`config.mk`:
```
export PLATFORM = sky130hd
export DESIGN_NAME = fetch_buffer_flat
export DESIGN_NICKNAME = d
export VERILOG_FILES = /design/src/rtl/fetch_buffer_pkg.sv /design/src/rtl/fetch_buffer_if.sv /design/src/rtl/fetch_buffer_sync_fifo.sv /design/src/rtl/fetch_buffer.sv /design/src/flat_wrapper.sv
export SDC_FILE = /design/constraint.sdc
export NUM_CORES = 1
export LEC_CHECK = 0
export CORE_MARGIN = 5
export CORE_UTILIZATION = 35
export DETAILED_ROUTE_END_ITERATION = 12
export GPL_ROUTABILITY_DRIVEN = 0
export GPL_TIMING_DRIVEN = 0
export PLACE_DENSITY = 0.51
export SETUP_SLACK_MARGIN = 0.1
export SYNTH_ARGS = -nofsm -noshare
export SYNTH_HDL_FRONTEND = slang
export SYNTH_SLANG_ARGS = --single-unit
```
`constraint.sdc`:
```
create_clock -name i_clk -period 12.6 [get_ports i_clk]
set_input_delay 3.15 -clock i_clk [delete_from_list [all_inputs] [get_ports i_clk]]
set_output_delay 3.15 -clock i_clk [all_outputs]
set_load 0.01 [all_outputs]
```
`src/rtl/fetch_buffer_pkg.sv`:
```
// Shared constants for the IF -> fetch_buffer -> ID boundary.
// Holds the canonical NOP, the reset PC, the default buffer depth and the
// packed width of the IF-to-fetch_buffer bus {fetch_req, fetch_pc}.
package fetch_buffer_pkg;

  localparam int unsigned XLEN        = 64;
  localparam logic [31:0] NOP_INST    = 32'h0000_0013;  // addi x0, x0, 0
  localparam logic [63:0] RESET_PC    = 64'h7fff_fffc;
  localparam int unsigned FB_DEPTH    = 4;
  localparam int unsigned IF_FB_BUS_W = 1 + XLEN;       // {fetch_req, fetch_pc}

  // Pick the 32-bit instruction out of a 64-bit SRAM word using PC bit 2.
  function automatic logic [31:0] sel_word(input logic [63:0] rdata, input logic hi);
    return hi ? rdata[63:32] : rdata[31:0];
  endfunction

endpackage

```
`src/rtl/fetch_buffer_if.sv`:
```
// Bundle of the fetch_buffer data-path signals.
//   master: pipeline side (IF request, SRAM data, EX redirect, ID ready)
//   slave : fetch_buffer (drives the ID-facing head entry and the IF stall)
interface fetch_buffer_if #(
  parameter int unsigned PC_W = fetch_buffer_pkg::XLEN
) ();

  logic            br_e;             // redirect/flush from EX
  logic            fetch_req;        // read of fetch_pc issued this cycle
  logic [PC_W-1:0] fetch_pc;
  logic [63:0]     inst_sram_rdata;  // valid the cycle after fetch_req
  logic            id_ready;
  logic            id_valid;
  logic [PC_W-1:0] id_pc;
  logic [31:0]     id_inst;
  logic            stallreq_fb;

  modport master (
    output br_e, fetch_req, fetch_pc, inst_sram_rdata, id_ready,
    input  id_valid, id_pc, id_inst, stallreq_fb
  );

  modport slave (
    input  br_e, fetch_req, fetch_pc, inst_sram_rdata, id_ready,
    output id_valid, id_pc, id_inst, stallreq_fb
  );

endinterface

```
`src/rtl/fetch_buffer_sync_fifo.sv`:
```
// Synchronous FIFO with clear and an occupancy count.
//   i_clk, i_rst_n : clock, synchronous active-low reset
//   i_clear        : drop all entries (wins over push/pop)
//   i_push/i_wdata : write an entry at the tail
//   i_pop          : retire the head entry
//   o_rdata        : head entry (undefined contents when empty)
//   o_count        : number of stored entries, 0..Depth
module fetch_buffer_sync_fifo #(
  parameter int unsigned Width = 96,
  parameter int unsigned Depth = 4   // power of two, >= 2
) (
  input  logic                       i_clk,
  input  logic                       i_rst_n,
  input  logic                       i_clear,
  input  logic                       i_push,
  input  logic [Width-1:0]           i_wdata,
  input  logic                       i_pop,
  output logic [Width-1:0]           o_rdata,
  output logic [$clog2(Depth):0]     o_count
);

  localparam int unsigned PtrW = $clog2(Depth);
  localparam int unsigned CntW = PtrW + 1;

  logic [Width-1:0] r_mem [Depth];
  logic [PtrW-1:0]  r_rd_ptr;
  logic [PtrW-1:0]  r_wr_ptr;
  logic [CntW-1:0]  r_count;

  logic w_full;
  logic w_empty;
  logic w_do_push;
  logic w_do_pop;

  always_comb begin
    w_full    = (r_count == CntW'(Depth));
    w_empty   = (r_count == '0);
    w_do_push = i_push & ~w_full;
    w_do_pop  = i_pop & ~w_empty;
  end

  // Pointers wrap naturally because Depth is a power of two.
  always_ff @(posedge i_clk) begin
    if (!i_rst_n || i_clear) begin
      r_rd_ptr <= '0;
      r_wr_ptr <= '0;
      r_count  <= '0;
    end else begin
      if (w_do_push) r_wr_ptr <= r_wr_ptr + PtrW'(1);
      if (w_do_pop)  r_rd_ptr <= r_rd_ptr + PtrW'(1);
      case ({w_do_push, w_do_pop})
        2'b10:   r_count <= r_count + CntW'(1);
        2'b01:   r_count <= r_count - CntW'(1);
        default: r_count <= r_count;
      endcase
    end
  end

  always_ff @(posedge i_clk) begin
    if (w_do_push) r_mem[r_wr_ptr] <= i_wdata;
  end

  assign o_rdata = r_mem[r_rd_ptr];
  assign o_count = r_count;

endmodule

```
`src/rtl/fetch_buffer.sv`:
```
// Fetch buffer between IF and ID.
// Registers each issued fetch PC for one cycle so it lines up with the
// synchronous SRAM read data, selects the 32-bit word, and queues {pc, inst}
// pairs for ID over a valid/ready handshake.
//   i_clk, i_rst_n : clock, synchronous active-low reset
//   io_fb (slave)  : br_e, fetch_req, fetch_pc, inst_sram_rdata, id_ready in;
//                    id_valid, id_pc, id_inst, stallreq_fb out
module fetch_buffer #(
  parameter int unsigned DEPTH    = fetch_buffer_pkg::FB_DEPTH,
  parameter int unsigned PC_W     = fetch_buffer_pkg::XLEN,
  parameter logic [31:0] NOP_INST = fetch_buffer_pkg::NOP_INST
) (
  input logic           i_clk,
  input logic           i_rst_n,
  fetch_buffer_if.slave io_fb
);
  import fetch_buffer_pkg::*;

  localparam int unsigned CntW   = $clog2(DEPTH) + 1;
  localparam int unsigned EntryW = PC_W + 32;

  logic            r_resp_v;
  logic [PC_W-1:0] r_resp_pc;

  logic              w_push;
  logic              w_pop;
  logic              w_valid;
  logic [31:0]       w_inst;
  logic [EntryW-1:0] w_head;
  logic [CntW-1:0]   w_count;
  logic [CntW:0]     w_occ;

  // Response stage: a redirect in the issue cycle kills the read.
  always_ff @(posedge i_clk) begin
    if (!i_rst_n) begin
      r_resp_v  <= 1'b0;
      r_resp_pc <= '0;
    end else begin
      r_resp_v  <= io_fb.fetch_req & ~io_fb.br_e;
      r_resp_pc <= io_fb.fetch_pc;
    end
  end

  always_comb begin
    w_inst  = sel_word(io_fb.inst_sram_rdata, r_resp_pc[2]);
    w_valid = (w_count != '0);
    w_push  = r_resp_v & ~io_fb.br_e;
    w_pop   = w_valid & io_fb.id_ready & ~io_fb.br_e;
    // Ignores same-cycle pops so the stall is a function of registered state.
    w_occ   = {1'b0, w_count} + (CntW + 1)'(r_resp_v);
  end

  fetch_buffer_sync_fifo #(
    .Width (EntryW),
    .Depth (DEPTH)
  ) u_fifo (
    .i_clk   (i_clk),
    .i_rst_n (i_rst_n),
    .i_clear (io_fb.br_e),
    .i_push  (w_push),
    .i_wdata ({r_resp_pc, w_inst}),
    .i_pop   (w_pop),
    .o_rdata (w_head),
    .o_count (w_count)
  );

  assign io_fb.id_valid    = w_valid;
  assign io_fb.id_pc       = w_valid ? w_head[EntryW-1:32] : '0;
  assign io_fb.id_inst     = w_valid ? w_head[31:0] : NOP_INST;
  assign io_fb.stallreq_fb = (w_occ >= (CntW + 1)'(DEPTH));

endmodule

```
`src/flat_wrapper.sv`:
```
// flat-port wrapper written by rule: the top's interface ports become plain ports
module fetch_buffer_flat import fetch_buffer_pkg::*;
#(
  parameter int unsigned DEPTH    = fetch_buffer_pkg::FB_DEPTH,
  parameter int unsigned PC_W     = fetch_buffer_pkg::XLEN,
  parameter logic [31:0] NOP_INST = fetch_buffer_pkg::NOP_INST
)
  (i_clk, i_rst_n, io_fb_br_e, io_fb_fetch_req, io_fb_fetch_pc, io_fb_inst_sram_rdata, io_fb_id_ready, io_fb_id_valid, io_fb_id_pc, io_fb_id_inst, io_fb_stallreq_fb);
  fetch_buffer_if #(.PC_W(PC_W)) io_fb_i ();
  input logic i_clk;
  input logic i_rst_n;
  input wire logic [$bits(io_fb_i.br_e)-1:0] io_fb_br_e;
  input wire logic [$bits(io_fb_i.fetch_req)-1:0] io_fb_fetch_req;
  input wire logic [$bits(io_fb_i.fetch_pc)-1:0] io_fb_fetch_pc;
  input wire logic [$bits(io_fb_i.inst_sram_rdata)-1:0] io_fb_inst_sram_rdata;
  input wire logic [$bits(io_fb_i.id_ready)-1:0] io_fb_id_ready;
  output wire logic [$bits(io_fb_i.id_valid)-1:0] io_fb_id_valid;
  output wire logic [$bits(io_fb_i.id_pc)-1:0] io_fb_id_pc;
  output wire logic [$bits(io_fb_i.id_inst)-1:0] io_fb_id_inst;
  output wire logic [$bits(io_fb_i.stallreq_fb)-1:0] io_fb_stallreq_fb;
  assign io_fb_i.br_e = io_fb_br_e;
  assign io_fb_i.fetch_req = io_fb_fetch_req;
  assign io_fb_i.fetch_pc = io_fb_fetch_pc;
  assign io_fb_i.inst_sram_rdata = io_fb_inst_sram_rdata;
  assign io_fb_i.id_ready = io_fb_id_ready;
  assign io_fb_id_valid = io_fb_i.id_valid;
  assign io_fb_id_pc = io_fb_i.id_pc;
  assign io_fb_id_inst = io_fb_i.id_inst;
  assign io_fb_stallreq_fb = io_fb_i.stallreq_fb;
  fetch_buffer #(.DEPTH(DEPTH), .PC_W(PC_W), .NOP_INST(NOP_INST)) u_core (.i_clk(i_clk), .i_rst_n(i_rst_n), .io_fb(io_fb_i));
endmodule
```
==> results_dict.tcl <==
set metrics [dict create \
    status "complete, no violations" \
    maxUsedRoutingLayer "met5" \
    post_cts_buffers 0 \
    rows 81 \
    drt-met1-wl_um 16100 \
    synth-edff-count 384 \
    synth_most_common_cell "edfxtp_1" \
    portBuffers 230 \
    grt_pass1_wl_um 56200 \
    ios 231 \
    drtIter0Drc 415 \
    cts_max_level 2 \
    synth.area.top_cells "edfxtp_1 67%, mux4_2 13%, dfxtp_1 8.7%, and2_1 5.8%, mux2_2 2.1%" \
    crit_type "reg -> out" \
    area_growth_pct 28.2 \
    viasPerCell 4.67 \
    yosysSeqAreaShare_pct 76.1 \
    cts.sinks 458 \
    skew_ps 11.1 \
    start_util_pct 35.1 \
    synthCells 839 \
    hold_violations 0 \
    synth_top_area_share_pct 67.5 \
    clk_path_buf_depth 3 \
    synth_seq_cells 458 \
    first_global_vias 9153 \
    fin_tns_setup_ps 0 \
    routedWlPerCell_um 20.8 \
    cts-root-buf "clkbuf_16" \
    cts.hold.buffers_added 0 \
    final.period_utilization_pct 51.7 \
    endpoint_kind "output port" \
    ir_worst_vdd_mv 0.0872 \
    synth_flop_cell "edfxtp_1" \
    final_layout_size_suffix_gt1_share_pct 19.7 \
    nNetsFinal 1265 \
    startpoint_type "flip-flop" \
    insertion_delay_ps 570 \
    synth_fp_nets 978 \
    grt_overflow_total 0 \
    drv_cap 0 \
    yosysUniqueCellTypes 30 \
    routed_wirelength_um 37200 \
    slew_violations 0 \
    path_clk_slew_ps 60 \
    setup_viol 0 \
    cts_tree "yes" \
    antenna_found_initial 1 \
    grt_max_degree 52 \
    num_vias 8344 \
    worstPathMaxFanout 10 \
    synth_top_area_cell "edfxtp_1" \
    critPathRequiredTime_ps 9450 \
    rsz0062_at_grt "no" \
    dr.pass1.iters 4 \
    worstHoldPathType "reg -> reg" \
    diodes 0 \
    avgSynthCellArea_um2 20.4 \
    cp.arrival_ps 3360 \
    grt_usage_pct 13.9 \
    fp.dieArea_um2 53400 \
    cts-buffers-inserted 49 \
    netlist_area_um2 17100 \
    route.met2.wl_um 18500 \
    cts_resized 0 \
    synthArstFlopShare_pct 0 \
    synth_warnings 0 \
    fin_area_um2 21900 \
    detailed_place_hpwl_um 23200 \
    leakagePower_nw 7.09 \
    max_slew_margin_pct 39.2 \
    core-area_um2 48600 \
    worst_pin_slew_ps 913 \
    final_antenna_net_count 0 \
    die_y_um 231 \
    wl_met3_um 1910 \
    die_x_um 231 \
    layout_min_cycle_time_ps 6510 \
    fmax_mhz 154 \
    place_area_um2 20400 \
    drc 0 \
    p_per_area_nw_per_um2 144 \
    netlist_top_cells_count "384 x edfxtp_1, 159 x and2_1, 96 x mux4_2" \
]
path summary, 6_finish.rpt:
check / to / startpoint / cells past startpoint / slack [ps]
min reg2reg: u_core.u_fifo.r_mem[0][42]$_DFFE_PP_ / u_core.r_resp_pc[10]$_SDFF_PN0_ / 0 / 470
max: io_fb_id_inst[30] / u_core.u_fifo.o_count[0]$_SDFFE_PP0P_ / 6 / 6090
max reg2reg: u_core.u_fifo.o_count[2]$_SDFFE_PP0P_ / u_core.u_fifo.o_count[2]$_SDFFE_PP0P_ / 10 / 10070
min: u_core.u_fifo.r_mem[0][42]$_DFFE_PP_ / u_core.r_resp_pc[10]$_SDFF_PN0_ / 0 / 470
through the flow:
step	std cells	util (%)	setup slack (ps)	power (mW)	hold slack, ps
final	1788	45.0	6090	3.16	472
after global routing	1788	45.0	5750	3.28	488
after CTS	1788	45.0	5890	3.21	472
after detailed placement	1697	41.8	6510	1.81	459
after global placement	1691	41.5	3510	1.81	452
after floorplan	839	-	6370	1.74	438
layout by cell type (no fill, tap or decap), types with 2 or more instances in the layout:
cell type / count
ha_1: 5
o21ai_0: 2
clkbuf_16: 51
clkinv_1: 13
nor2_1: 6
buf_2: 14
bufinv_16: 3
clkbuf_8: 3
xor2_1: 3
nor2b_1: 2
or2_2: 2
clkinv_2: 8
and2_1: 159
dfxtp_1: 74
mux4_2: 96
edfxtp_1: 384
mux2_2: 32
or3_1: 2
clkbuf_1: 36
and3_4: 4
inv_1: 7
buf_16: 5
clkdlybuf4s50_1: 230
a21oi_1: 4
buf_6: 6
power by group:
group | switching [mW] | internal [mW]
Clock | 0.567 | 0.816
Sequential | 0.0115 | 1.66
Combinational | 0.0389 | 0.0632
cell families after synthesis:
kind of cell    Yosys count  share of synthesized area (%)
simple gates            182                           6.59
flops                   458                           76.1
xor+xnor                  3                          0.154
buf+inv                  52                           1.51
mux                     128                           14.8
compound gates           10                          0.388
fa+ha+maj                 6                          0.483
layout make-up:
class | instances | area [µm²]
repair buffers | 236 | 2460
clock buffers | 65 | 1360
fillers | 4283 | 26700
inverters | 7 | 26.3
well taps | 622 | 778
multi-input cells | 329 | 3840
plain buffers | 45 | 231
clock inverters | 26 | 195
flip-flops and latches | 458 | 13000
worst max-delay path, cell delays in order, from the launching register on:
cell and delay, ps:
dfxtp_1 440, nor3_2 130, inv_1 190, clkbuf_1 710, clkbuf_1 490, and2_1 200, clkdlybuf4s50_1 620
flip-flops by register name (all words and copies together) (netlist names), named ones only:
signal and cells:
u_core.r_resp_pc 64, u_core.r_resp_v 1, u_core.u_fifo.o_count 3, u_core.u_fifo.r_mem 384, u_core.u_fifo.r_rd_ptr 2, u_core.u_fifo.r_wr_ptr 2
routing by layer:
metal / up-vias / GRT usage [%]
li1: 3844 / -
met1: 4263 / 18.2
met2: 176 / 23.4
met3: 59 / 3.76
met4: 2 / 3.27
met5: - / 0
Power figures use the tool's default switching activity.
